--- config.mk ---
export PLATFORM = sky130hd
export DESIGN_NAME = bcd_timekeeper_scan
export DESIGN_NICKNAME = d
export VERILOG_FILES = /design/src/rtl/bcd_timekeeper_scan_pkg.sv /design/src/rtl/bcd_timekeeper_scan_pair_counter.sv /design/src/rtl/bcd_timekeeper_scan.sv
export SDC_FILE = /design/constraint.sdc
export NUM_CORES = 1
export LEC_CHECK = 0
export ABC_CLOCK_PERIOD_IN_PS = 4400
export BUFFER_PORTS_ARGS = -buffer_cell sky130_fd_sc_hd__buf_2
export CAP_MARGIN = 20
export CORE_MARGIN = 4
export CORE_UTILIZATION = 50
export CTS_CLUSTER_DIAMETER = 100
export DETAILED_ROUTE_END_ITERATION = 10
export GPL_ROUTABILITY_DRIVEN = 0
export PLACE_DENSITY = 0.66
export SETUP_SLACK_MARGIN = 0.5
export SLEW_MARGIN = 20
export SYNTH_ARGS = -nofsm -noshare
export SYNTH_HDL_FRONTEND = slang
export SYNTH_HIERARCHICAL = 1
export SYNTH_SLANG_ARGS = --single-unit
--- constraint.sdc ---
create_clock -name clk -period 4.4 [get_ports clk]
set_input_delay 1.1 -clock clk [delete_from_list [all_inputs] [get_ports clk]]
set_output_delay 1.1 -clock clk [all_outputs]
set_load 0.005 [all_outputs]
--- src/rtl/bcd_timekeeper_scan_pkg.sv ---
// Shared constants for the BCD timekeeper: active-low 7-segment glyphs and BCD limits.
// Pure declarations; no logic, no latency.
package bcd_timekeeper_scan_pkg;

  localparam logic [6:0] SEG_BLANK        = 7'h7F;
  localparam logic [6:0] SEG_ALL_ON       = 7'h00;
  localparam logic [3:0] BCD_DIGIT_MAX    = 4'd9;
  localparam int         PAIR_LIMIT_LOWER = 59;

  function automatic logic [7:0] to_bcd8(input int v);
    return {4'(v / 10), 4'(v % 10)};
  endfunction

  // Segment order {g,f,e,d,c,b,a}; a 0 lights the segment.
  function automatic logic [6:0] seg_glyph(input logic [3:0] nib);
    logic [6:0] g;
    case (nib)
      4'd0:    g = 7'h40;
      4'd1:    g = 7'h79;
      4'd2:    g = 7'h24;
      4'd3:    g = 7'h30;
      4'd4:    g = 7'h19;
      4'd5:    g = 7'h12;
      4'd6:    g = 7'h02;
      4'd7:    g = 7'h78;
      4'd8:    g = 7'h00;
      4'd9:    g = 7'h10;
      default: g = SEG_BLANK;
    endcase
    return g;
  endfunction

endpackage

--- src/rtl/bcd_timekeeper_scan_pair_counter.sv ---
// Two-digit BCD counter 00..LIMIT with parallel load, clear and ripple carry-out.
// Value registered one cycle after inc/clr/load; no backpressure.
module bcd_pair_counter
  import bcd_timekeeper_scan_pkg::*;
#(
  parameter int LIMIT = 59
) (
  input  logic       clk,
  input  logic       resetn,
  input  logic       inc,
  input  logic       clr,
  input  logic       load,
  input  logic [7:0] load_val,
  output logic [7:0] value,
  output logic [7:0] value_nxt,
  output logic       at_max,
  output logic       carry
);

  localparam logic [7:0] MAX_BCD = to_bcd8(LIMIT);

  logic [7:0] value_q, value_d;

  assign at_max = (value_q == MAX_BCD);
  assign carry  = inc & at_max;

  always_comb begin
    value_d = value_q;
    if (load) begin
      value_d = load_val;
    end else if (clr) begin
      value_d = '0;
    end else if (inc) begin
      if (at_max) begin
        value_d = '0;
      end else if (value_q[3:0] == BCD_DIGIT_MAX) begin
        value_d = {value_q[7:4] + 4'd1, 4'd0};
      end else begin
        value_d = {value_q[7:4], value_q[3:0] + 4'd1};
      end
    end
  end

  always_ff @(posedge clk or negedge resetn) begin
    if (!resetn) value_q <= '0;
    else         value_q <= value_d;
  end

  assign value     = value_q;
  assign value_nxt = value_d;

endmodule

--- src/rtl/bcd_timekeeper_scan.sv ---
// BCD MM:SS / HH:MM:SS timekeeper with multiplexed 7-segment scan; alarm compare under ALARM_MATCH_EN.
// time_bcd, anode and seg are registered (1-cycle latency); no backpressure, loads always accepted or rejected.
module bcd_timekeeper_scan
  import bcd_timekeeper_scan_pkg::*;
#(
  parameter int NUM_DIGITS = 4,
  parameter int TOP_LIMIT  = 59,
  parameter int TICK_DIV   = 100000000,
  parameter int SCAN_DIV   = 100000
) (
  input  logic                    clk,
  input  logic                    resetn,
  input  logic                    run,
  input  logic                    load,
  input  logic [4*NUM_DIGITS-1:0] load_value,
  output logic                    load_err,
  input  logic [NUM_DIGITS-1:0]   edit_sel,
  output logic [4*NUM_DIGITS-1:0] time_bcd,
  output logic                    wrap,
  input  logic                    alarm_en,
  input  logic [4*NUM_DIGITS-1:0] alarm_time,
  input  logic                    alarm_ack,
  output logic                    alarm_hit,
  output logic [NUM_DIGITS-1:0]   anode,
  output logic [6:0]              seg
);

  localparam int         NUM_PAIRS = NUM_DIGITS / 2;
  localparam int         TW        = $clog2(TICK_DIV);
  localparam int         SW        = $clog2(SCAN_DIV + 1);
  localparam int         IW        = 3;
  localparam logic [7:0] TOP_BCD   = to_bcd8(TOP_LIMIT);
  localparam logic [7:0] LOWER_BCD = to_bcd8(PAIR_LIMIT_LOWER);

  logic [TW-1:0]           presc_q, presc_d, blink_q, blink_d;
  logic [SW-1:0]           scan_cnt_q, scan_cnt_d;
  logic [IW-1:0]           scan_idx_q, scan_idx_d;
  logic [NUM_DIGITS-1:0]   anode_q, anode_d;
  logic [6:0]              seg_q, seg_d;
  logic                    load_err_q, load_err_d, wrap_q, wrap_d;
  logic                    tick, load_ok, load_apply, blink_phase, cur_edit;
  logic [7:0]              pair;
  logic [3:0]              cur_nib;
  logic [4*NUM_DIGITS-1:0] time_q, time_nxt;
  logic [NUM_PAIRS-1:0]    pair_inc, pair_max, pair_carry;
  logic                    unused_top_carry;

  // Load wins over tick, so a load cycle never also advances the time.
  assign tick = run & ~load & (presc_q == TW'(TICK_DIV - 1));

  always_comb begin
    presc_d = presc_q;
    if (load)     presc_d = '0;
    else if (run) presc_d = (presc_q == TW'(TICK_DIV - 1)) ? '0 : presc_q + 1'b1;
  end

  // BCD byte order matches numeric order once both nibbles are <= 9.
  always_comb begin
    load_ok = 1'b1;
    pair    = '0;
    for (int p = 0; p < NUM_PAIRS; p++) begin
      pair = load_value[8*p +: 8];
      if (pair[3:0] > BCD_DIGIT_MAX || pair[7:4] > BCD_DIGIT_MAX) load_ok = 1'b0;
      if (pair > ((p == NUM_PAIRS - 1) ? TOP_BCD : LOWER_BCD))     load_ok = 1'b0;
    end
  end

  assign load_apply = load & load_ok;
  assign load_err_d = load & ~load_ok;
  assign wrap_d     = tick & (&pair_max);
  assign pair_inc   = {pair_carry[NUM_PAIRS-2:0], tick};
  assign unused_top_carry = pair_carry[NUM_PAIRS-1];

  for (genvar g = 0; g < NUM_PAIRS; g++) begin : g_pair
    bcd_pair_counter #(
      .LIMIT((g == NUM_PAIRS - 1) ? TOP_LIMIT : PAIR_LIMIT_LOWER)
    ) u_pair (
      .clk      (clk),
      .resetn   (resetn),
      .inc      (pair_inc[g]),
      .clr      (wrap_d),
      .load     (load_apply),
      .load_val (load_value[8*g +: 8]),
      .value    (time_q[8*g +: 8]),
      .value_nxt(time_nxt[8*g +: 8]),
      .at_max   (pair_max[g]),
      .carry    (pair_carry[g])
    );
  end

`ifdef ALARM_MATCH_EN
  logic alarm_hit_q, alarm_hit_d;

  // A fresh match on the same cycle as an ack keeps the flag set.
  always_comb begin
    alarm_hit_d = alarm_hit_q & ~alarm_ack;
    if ((load_apply | tick) && alarm_en && (time_nxt == alarm_time)) alarm_hit_d = 1'b1;
  end

  always_ff @(posedge clk or negedge resetn) begin
    if (!resetn) alarm_hit_q <= 1'b0;
    else         alarm_hit_q <= alarm_hit_d;
  end

  assign alarm_hit = alarm_hit_q;
`else
  logic unused_alarm;
  assign unused_alarm = ^{alarm_en, alarm_time, alarm_ack, time_nxt};
  assign alarm_hit    = 1'b0;
`endif

  always_comb begin
    scan_cnt_d = (scan_cnt_q == SW'(SCAN_DIV - 1)) ? '0 : scan_cnt_q + 1'b1;
    scan_idx_d = scan_idx_q;
    if (scan_cnt_q == SW'(SCAN_DIV - 1)) begin
      scan_idx_d = (scan_idx_q == IW'(NUM_DIGITS - 1)) ? '0 : scan_idx_q + 1'b1;
    end
    blink_d = (blink_q == TW'(TICK_DIV - 1)) ? '0 : blink_q + 1'b1;
  end

  assign blink_phase = (blink_q >= TW'(TICK_DIV / 2));

  // anode and seg come from the same index so they register together.
  always_comb begin
    cur_nib  = 4'hF;
    cur_edit = 1'b0;
    anode_d  = '1;
    for (int i = 0; i < NUM_DIGITS; i++) begin
      if (scan_idx_q == IW'(i)) begin
        cur_nib    = time_q[4*i +: 4];
        cur_edit   = edit_sel[i];
        anode_d[i] = 1'b0;
      end
    end
    if (alarm_hit)                                        seg_d = SEG_ALL_ON;
    else if (cur_nib > BCD_DIGIT_MAX || (cur_edit && blink_phase)) seg_d = SEG_BLANK;
    else                                                  seg_d = seg_glyph(cur_nib);
  end

  always_ff @(posedge clk or negedge resetn) begin
    if (!resetn) begin
      presc_q    <= '0;
      blink_q    <= '0;
      scan_cnt_q <= '0;
      scan_idx_q <= '0;
      anode_q    <= '1;
      seg_q      <= SEG_BLANK;
      load_err_q <= 1'b0;
      wrap_q     <= 1'b0;
    end else begin
      presc_q    <= presc_d;
      blink_q    <= blink_d;
      scan_cnt_q <= scan_cnt_d;
      scan_idx_q <= scan_idx_d;
      anode_q    <= anode_d;
      seg_q      <= seg_d;
      load_err_q <= load_err_d;
      wrap_q     <= wrap_d;
    end
  end

  assign time_bcd = time_q;
  assign wrap     = wrap_q;
  assign load_err = load_err_q;
  assign anode    = anode_q;
  assign seg      = seg_q;

endmodule

## Yosys cells after proc, flatten, opt, wreduce, memory -nomap -nowiden

Memories as Yosys holds them, arrays and structs flattened.
Index checks and enable logic that the tools add are counted.
Widths: inputs -> output; s select.

| word-level totals | value |
|---|---|
| register bits after elaboration | 103 |
| bits in read-only memories | 112 |
| logic and storage cells | 93 |
| memories kept | 1 |

Memories:

| memory | depth | bits a word | rd ports | clocked after memory_dff | write ports | line | source |
|---|---|---|---|---|---|---|---|
| (no name shown) | 16 | 7 | 1 | 0 | 0 | bcd_timekeeper_scan_pkg.sv:17 | `case (nib)` |

| cells by class | value |
|---|---|
| add/subtract/negate cells | 8 |
| $lt $le $gt $ge | 8 |
| equality and inequality tests | 10 |
| muxes and demuxes | 33 |
| bitwise operators | 8 |
| reductions and logical operators | 13 |

Operator list:

| cell | count |
|---|---|
| $mux 27 | 4 |
| $mux 8 | 10 |
| $add 27x1->27 const B | 2 |
| $eq 27x27->1 const B | 2 |
| $ge 27x26->1 const B | 1 |
| $gt 4x4->1 const B | 5 |
| $add 17x1->17 const B | 1 |
| $eq 17x17->1 const B | 1 |
| $mux 17 | 1 |
| $add 4x1->4 const B | 4 |
| $eq 8x7->1 const B | 2 |
| $gt 8x7->1 const B | 2 |
| $mux 4 | 4 |
| $mux 1 | 12 |
| $eq 4x4->1 const B | 2 |
| $reduce_bool 4->1 | 2 |
| $mux 7 | 1 |
| $and 1x1->1 | 6 |
| $eq 3x2->1 const B | 2 |
| $reduce_and 2->1 | 3 |
| $reduce_bool 3->1 | 2 |
| $add 3x1->3 const B | 1 |
| $eq 3x1->1 const B | 1 |
| $logic_not 3->1 | 1 |
| other kinds (5) | 8 |

## Longest topological paths before layout

Gate-level depths: netlist of run 1.

| depth | value |
|---|---|
| depth in word-level cells | 9 |
| gate-level depth with buffers | 10 |

## By module

Netlist of run 1, hierarchy kept.

By module, submodules not included:

| module | instances | cells each | area each (um^2) |
|---|---|---|---|
| bcd_timekeeper_scan | 1 | 483 | 4595.7 |
| bcd_pair_counter | 2 | 53 | 511.7 |

## Worst setup path before layout of run 1

No wires, ideal clock.

| path | value |
|---|---|
| path kind | register -> register |
| start | register presc_q[19] |
| end | register g_pair[1].u_pair.value_q[6] |
| library setup time | 0.120 ns |
| arrival | 2.970 ns |
| slack | 1.310 ns |
| stages on the path, launching flop included | 10 |
| clock period less this slack | 3.090 ns |
| path through | dfrtp_1 or4b_2 nor4_4 nand2_1 nor2_1 nand4b_2 nor2_1 nand4b_2 a21o_1 a31o_2 |

| on the way | value |
|---|---|
| cells in the longest elaborated chain, start to end | 5 |

RTL lines:

| item | line | source |
|---|---|---|
| from (decl) | bcd_timekeeper_scan.sv:35 | `logic [TW-1:0] presc_q, presc_d, blink_q, blink_d;` |
| from (signal assigned) | bcd_timekeeper_scan.sv:151 | `presc_q <= presc_d;` |
| $eq 27x27->1 | bcd_timekeeper_scan.sv:49 | `assign tick = run & ~load & (presc_q == TW'(TICK_DIV - 1));` |
| $and 1x1->1 | bcd_timekeeper_scan.sv:49 |  |
| named net tick | bcd_timekeeper_scan.sv:41 | `logic tick, load_ok, load_apply, blink_phase, cur_edit;` |
| $and 1x1->1 | bcd_timekeeper_scan_pair_counter.sv:25 | `assign carry = inc & at_max;` |
| named net pair_carry[0] | bcd_timekeeper_scan.sv:45 | `logic [NUM_PAIRS-1:0] pair_inc, pair_max, pair_carry;` |
| $reduce_bool 3->1 (no line) | -- |  |
| $reduce_and 2->1 (no line) | -- |  |
| to (signal assigned) | bcd_timekeeper_scan_pair_counter.sv:46 | `else value_q <= value_d;` |
| to (decl) | bcd_timekeeper_scan_pair_counter.sv:22 | `logic [7:0] value_q, value_d;` |

The timed path passes the listed nets, and every way through them passes these cells.
A chain may end at the register's enable or synchronous reset.

## Worst setup path after layout of run 1

Same ends and word-level chain as after synthesis.

==> summary.md, run 1 <==
| Metric | Value |
|---|---|
| Switch share | `26.0%` |
| Avg Inst Size Synth | `9.55 um^2` |
| Measured slew at the worst slew-check pin | `988 ps` |
| Area grow syn2layout | `12.5%` |
| DIE AREA | `13000 um^2` |
| Clk_lat worst skew | `350 ps` |
| Initial DRC count | `313` |
| LEAKAGE | `2.77 nW` |
| Total wire length | `12.0 mm` |
| Met3 routed WL | `599 um` |
| Post-DRT Antenna Nets | `0` |
| Worst setup EP type | `flop` |
| Slowest Stage Delay on Critical Path | `720 ps` |
| Initial antenna violation count | `0` |
| Setup slack after layout | `789 ps` |
| Cells after synthesis | `588` |
| WL met2 | `5.50 mm` |
| Tot Pwr | `2.30 mW` |
| Pre-antenna DRT Iters | `5` |
| CP max FO | `10` |
| M1 wire length | `5.74 mm` |
| Setup Fix Bufs, Post-CTS | `0` |
| Crit-path cells | `or4b_2 > nor4_4 > nand2_1 > nor2_1 > nand4b_2 > nor2_1 > nand4b_2 > a21o_1 > a31o_2` |
| IO Pins | `72` |
| Post_cts resized | `0` |
| Final worst-path cycle share | `82.1%` |
| Setup Crit Path Kind | `flop to flop` |
| Slowest CP cell | `or4b_2` |
| Commonest non-fill, non-tap cell in the layout | `dfrtp_1` |
| Final instance area | `6320 um^2` |
| Clk sink count | `103` |
| WHS | `488 ps` |
| GRT Total Usage | `19.2%` |
| Clock share of power | `37.7%` |
| CTS tree | `done` |
| Slew Limit Headroom | `33.5%` |
| Total grt overflow | `0` |
| Std cell rows | `38` |
| Commonest cells after routing, fill and taps aside | `92 x dfrtp_1, 62 x nand2_1, 52 x nor2_1` |
| Port Buf Inserts | `52` |
| Post-layout min period | `3610 ps` |
| Clock transition at path regs | `70 ps` |
| Mapped Area | `5620 um^2` |
| HPWL after detailed placement | `8.50 mm` |
| Pre-CTS setup slack | `845 ps` |
| Top layer in use | `met4` |
| Power Internal | `1.70 mW` |
| Post-Route Skew | `7.45 ps` |
| Die H | `114 um` |
| Pwr dens | `364 nW/um^2` |
| Power share of the combinational group | `13.7%` |
| Final Core Density | `57.8%` |
| Wire length per cell | `15.3 um` |
| Clk root buf | `clkbuf_16` |
| Final setup fails | `0` |
| Endpoints failing hold | `0` |
| Initial core utilization | `51.4%` |
| Pins Over Slew Limit | `0` |
| Vias in the first global route | `4269` |
| Final TNS setup | `0 ps` |
| Psw | `0.599 mW` |
| Cells after DPL | `768` |
| DRC viols | `0` |
| Layout cell share with drive strength beyond 1 | `16.1%` |
| Number of buffers created by CTS | `9` |
| Ys Warns | `6` |
| Final Non-Filler Cells | `784` |
| Max_cap viols | `0` |
| Startpoint types | `flop` |
| CTS H-tree lvls | `3` |
| Core Region | `10900 um^2` |
| Max Root-Sink Buffers | `2` |
| Vias per std cell | `5.85` |
| First-pass GRT wire length | `20.4 mm` |
| Die Wd | `114 um` |
| Max Freq | `0.277 GHz` |
| RSZ-0062 raised after global routing | `no` |
| Reg power frac | `48.6%` |
| Largest net degree at the start of global routing | `42` |
| Worst VDD drop | `365 uV` |
| CP Data Required Time | `4640 ps` |
| Worst Path Arrival | `3850 ps` |
| Nets | `697` |
| Antenna cell count | `0` |
| Hold Crit Class | `flop to flop` |
| Via count | `4588` |
| Status | `finished, final reports clean` |
| Placed cell areas | `5990 um^2` |
| Synth Net Count | `646` |
| CTS hold repair buffers | `0` |
## sequential cells by signal, summed over array words and instances (netlist names)
| name | count |
|---|---|
| load_err | 1 |
| blink_q | 27 |
| scan_idx_q | 3 |
| g_pair.u_pair/value | 16 |
| scan_cnt_q | 17 |
| presc_q | 27 |
| seg | 7 |
| anode | 4 |
| wrap | 1 |
## final timing paths
kind / startpoint / to / slack, ps / cells after the start
min: scan_cnt_q[0] / scan_cnt_q[0] / 490 / 1
max: presc_q[19] / g_pair[1].u_pair/value[6] / 790 / 9
min in group asynchronous: resetn / blink_q[9] / 710 / 1
max in group asynchronous: resetn / presc_q[24] / 2830 / 2
max reg2reg: presc_q[19] / g_pair[1].u_pair/value[6] / 790 / 9
min reg2reg: scan_cnt_q[0] / scan_cnt_q[0] / 490 / 1
## worst max-delay path, delay by kind of cell, from the launching register on
| kind | cells | cell delay, ps |
|---|---|---|
| AND/OR/NAND/NOR | 7 | 2590 |
| AO/OA/AOI/OAI | 2 | 460 |
| flip-flops | 1 | 440 |
## power groups by stage
stage	Sequential, mW	Clock, mW	Combinational, mW
after floorplan	1.12	0	0.182
after global placement	1.13	0	0.312
after detailed placement	1.13	0	0.317
after CTS	1.12	0.889	0.320
after global routing	1.13	0.933	0.360
final	1.12	0.867	0.316
## routing by layer
layer  vias up  track usage (%)
met5         -                0
met4         0             5.70
met3        13             5.36
met2        90             29.5
met1      2218             26.6
li1       2267                -
## area by class of cell
class                           count  area, um^2
Fill cell                         978        4620
Sequential cell                   103        2590
Multi-Input combinational cell    451        2860
Timing Repair Buffer               57         300
Clock buffer                       11         243
Inverter                           17        63.8
Clock inverter                      5        81.3
Tap cell                          140         175
(Power assumes the default switching activity.)
==> run 2, diff against run 1 <==
ABC_CLOCK_PERIOD_IN_PS = 2960   (was 4400)
PLACE_DENSITY = 0.69   (was 0.66)
clock period = 2.96 ns   (was 4.4 ns; I/O delays follow)
==> run 2 against run 1 <==
  * Die area stayed put
  * Utilization increased by 3.1 points
  * Final area up 5.4%
  * Register-to-register slack got worse by 390 ps
  * First-iteration DRC count is 34% higher
  * Sequential share of layout area decreased by 2.1 points
  * Clock-buffer cell count down 2
  * Non-clock buffer count rose by 17
  * Cell count up 2.3%
  * Maximum frequency rose by 41%
  * Via count up 5.2%
==> summary.md, run 2 (same netlist as run 1, synthesis figures left out) <==
| Metric | Value |
|---|---|
| LEAKAGE | `2.97 nW (+7.0%)` |
| Filler cells | `888 (-9.2%)` |
| Startpoint types | `flop` |
| Setup slack after layout | `398 ps (-390 ps)` |
| Clock share of power | `41.5% (+3.8 points)` |
| Cell family with most CP delay | `simple AND/OR/NAND/NOR gates` |
| Final Core Density | `60.9% (+3.1 points)` |
| Antenna cell count | `0 (unchanged)` |
| Slowest Stage Delay on Critical Path | `560 ps (-160 ps)` |
| Psw | `0.936 mW (+56%)` |
| Worst R2R Path Depth | `9 (unchanged)` |
| Nets | `715 (+2.6%)` |
| Worst VDD drop | `573 uV (+57%)` |
| Switch share | `25.2% (-0.83 points)` |
| CP Data Required Time | `3180 ps (-1460 ps)` |
| GRT Total Usage | `20.6% (+1.4 points)` |
| Clk root buf | `clkbuf_16` |
| Initial DRC count | `420 (+34%)` |
| Regs by FF count | `blink_q: 27 flops, presc_q: 27 flops, scan_cnt_q: 17 flops` |
| CP startpoint | `presc_q[17]` |
| Max Root-Sink Buffers | `2 (unchanged)` |
| Top layer in use | `met4` |
| Layout cell share with drive strength beyond 1 | `20.5% (+4.4 points)` |
| Status | `finished, final reports clean` |
| Core Region | `10900 um^2 (unchanged)` |
| Hold Crit Class | `primary input to asynchronous set/reset pin` |
| M1 wire length | `5.75 mm (+0.14%)` |
| Die H | `114 um (unchanged)` |
| Wire length per cell | `16.0 um (+5.2%)` |
| Post-layout min period | `2560 ps (-1050 ps)` |
| Pins Over Slew Limit | `0 (unchanged)` |
| Post-DRT Antenna Nets | `0 (unchanged)` |
| Vias per std cell | `6.02 (+2.8%)` |
| CTS H-tree lvls | `3 (unchanged)` |
| Measured slew at the worst slew-check pin | `651 ps (-338 ps)` |
| Commonest cells after routing, fill and taps aside | `91 x dfrtp_1, 60 x nand2_1, 51 x buf_2` |
| Final TNS setup | `0 ps (unchanged)` |
| Buf+Inv Stages, Crit Path | `0 (unchanged)` |
| Pre-antenna DRT Iters | `7 (+2)` |
| CP max FO | `5 (-5)` |
| Final setup fails | `0 (unchanged)` |
| Largest net degree at the start of global routing | `45 (+7.1%)` |
| DRC viols | `0 (unchanged)` |
| Die Wd | `114 um (unchanged)` |
| First-pass GRT wire length | `21.8 mm (+6.9%)` |
| Endpoints failing hold | `0 (unchanged)` |
| Final worst-path cycle share | `86.5% (+4.5 points)` |
| Worst r2r src | `presc_q[17]` |
| Setup Crit Path Kind | `flop to flop` |
| Clk sink count | `103 (unchanged)` |
| Max Freq | `0.390 GHz (+41%)` |
| Reg2reg end | `g_pair[1].u_pair/value[4]` |
| WL met2 | `6.18 mm (+12%)` |
| Number of buffers created by CTS | `9 (unchanged)` |
| Vias in the first global route | `4645 (+8.8%)` |
| Pwr dens | `558 nW/um^2 (+53%)` |
| Initial core utilization | `51.4% (unchanged)` |
| Post-Route Skew | `6.88 ps (-0.574 ps)` |
| Clock transition at path regs | `70 ps (about the same)` |
| Total grt overflow | `0 (unchanged)` |
| WHS | `354 ps (-135 ps)` |
| Pre-CTS setup slack | `167 ps (-678 ps)` |
| Slew Limit Headroom | `56.2% (+23 points)` |
| DIE AREA | `13000 um^2 (unchanged)` |
| Power share of the combinational group | `13.5% (-0.2 points)` |
| CTS tree | `done` |
| Worst Path Arrival | `2790 ps (-1060 ps)` |
| IO Pins | `72 (unchanged)` |
| Reg power frac | `45.0% (-3.6 points)` |
| Commonest non-fill, non-tap cell in the layout | `dfrtp_1` |
| Std cell rows | `38 (unchanged)` |
| Max_cap viols | `0 (unchanged)` |
| Slowest CP cell | `or4b_4` |
| Via count | `4827 (+5.2%)` |
| Power Internal | `2.78 mW (+63%)` |
| Initial antenna violation count | `0 (unchanged)` |
| Tot Pwr | `3.71 mW (+61%)` |
| RSZ-0062 raised after global routing | `yes` |
| Worst setup EP type | `flop` |
| HPWL after detailed placement | `8.76 mm (+3.1%)` |
| R2r setup slk | `400 ps (-390 ps)` |
| Area grow syn2layout | `18.6%` |
| Total wire length | `12.9 mm (+7.6%)` |
| Met3 routed WL | `774 um (+29%)` |
| Crit-path cells | `or4b_4 > nor4_4 > nand2_2 > nor2_4 > nand4b_4 > nor2_4 > nand4b_4 > a32oi_2 > o41ai_2` |
| Port Buf Inserts | `52 (unchanged)` |
| Clk_lat worst skew | `350 ps (about the same)` |
run 2: changes by cell type in the layout (fill, tap and decap cells not counted), moves of 2 or more:
cell / before / now
buf_4: 6 / 21
bufinv_16: 2 / 5
nor2_1: 52 / 49
nor2_4: 0 / 3
nand2_1: 62 / 60
nand2_2: 0 / 2
nand4b_4: 0 / 2
o41ai_1: 6 / 4
o41ai_2: 0 / 2
run 2: worst max-delay path by stage:
stage                                end  cells past startpoint
2_1_floorplan  g_pair[1].u_pair/value[6]                      9
3_5_place_dp   g_pair[1].u_pair/value[4]                      9
6_report       g_pair[1].u_pair/value[4]                      9
4_1_cts        g_pair[1].u_pair/value[4]                      9
3_3_place_gp   g_pair[1].u_pair/value[6]                      9
5_1_grt        g_pair[1].u_pair/value[4]                      9
run 2: power by group through the flow:
stage | Clock (mW) | Sequential [mW] | Combinational (mW)
2_1_floorplan | 0 | 1.67 | 0.277
3_3_place_gp | 0 | 1.69 | 0.480
3_5_place_dp | 0 | 1.69 | 0.490
4_1_cts | 1.57 | 1.67 | 0.499
5_1_grt | 1.64 | 1.69 | 0.559
6_report | 1.54 | 1.67 | 0.503
run 2: stage by stage:
stage,instance area (um^2),instances
2_1_floorplan,5650,588
3_3_place_gp,6090,774
3_5_place_dp,6090,774
4_1_cts,6580,799
5_1_grt,6660,802
6_report,6660,802
run 2: final cells by class:
| cell class | instances | area, um^2 | share of cell area, % |
|---|---|---|---|
| multi-input combinational | 452 | 2990 | 44.9 |
| clock inverter | 7 | 166 | 2.50 |
| timing repair buffer | 74 | 444 | 6.67 |
| clock buffer | 9 | 225 | 3.38 |
| inverter | 17 | 63.8 | 0.958 |
| tap | 140 | 175 | 2.63 |
| sequential | 103 | 2590 | 38.9 |
run 2: timing repair:
item                                    CTS  global route
gates cloned                              1             0
resized for setup                         6            11
setup buffers                             8             3
hold buffers                              0             0
pin swaps                                 6             3
endpoints found under the setup margin   17            35
run 2: routing by layer:
layer  vias to the layer above  GRT usage (%)
li1                       2309              -
met1                      2346           27.6
met4                         0           6.89
met5                         -              0
met2                       156           32.7
met3                        16           5.09
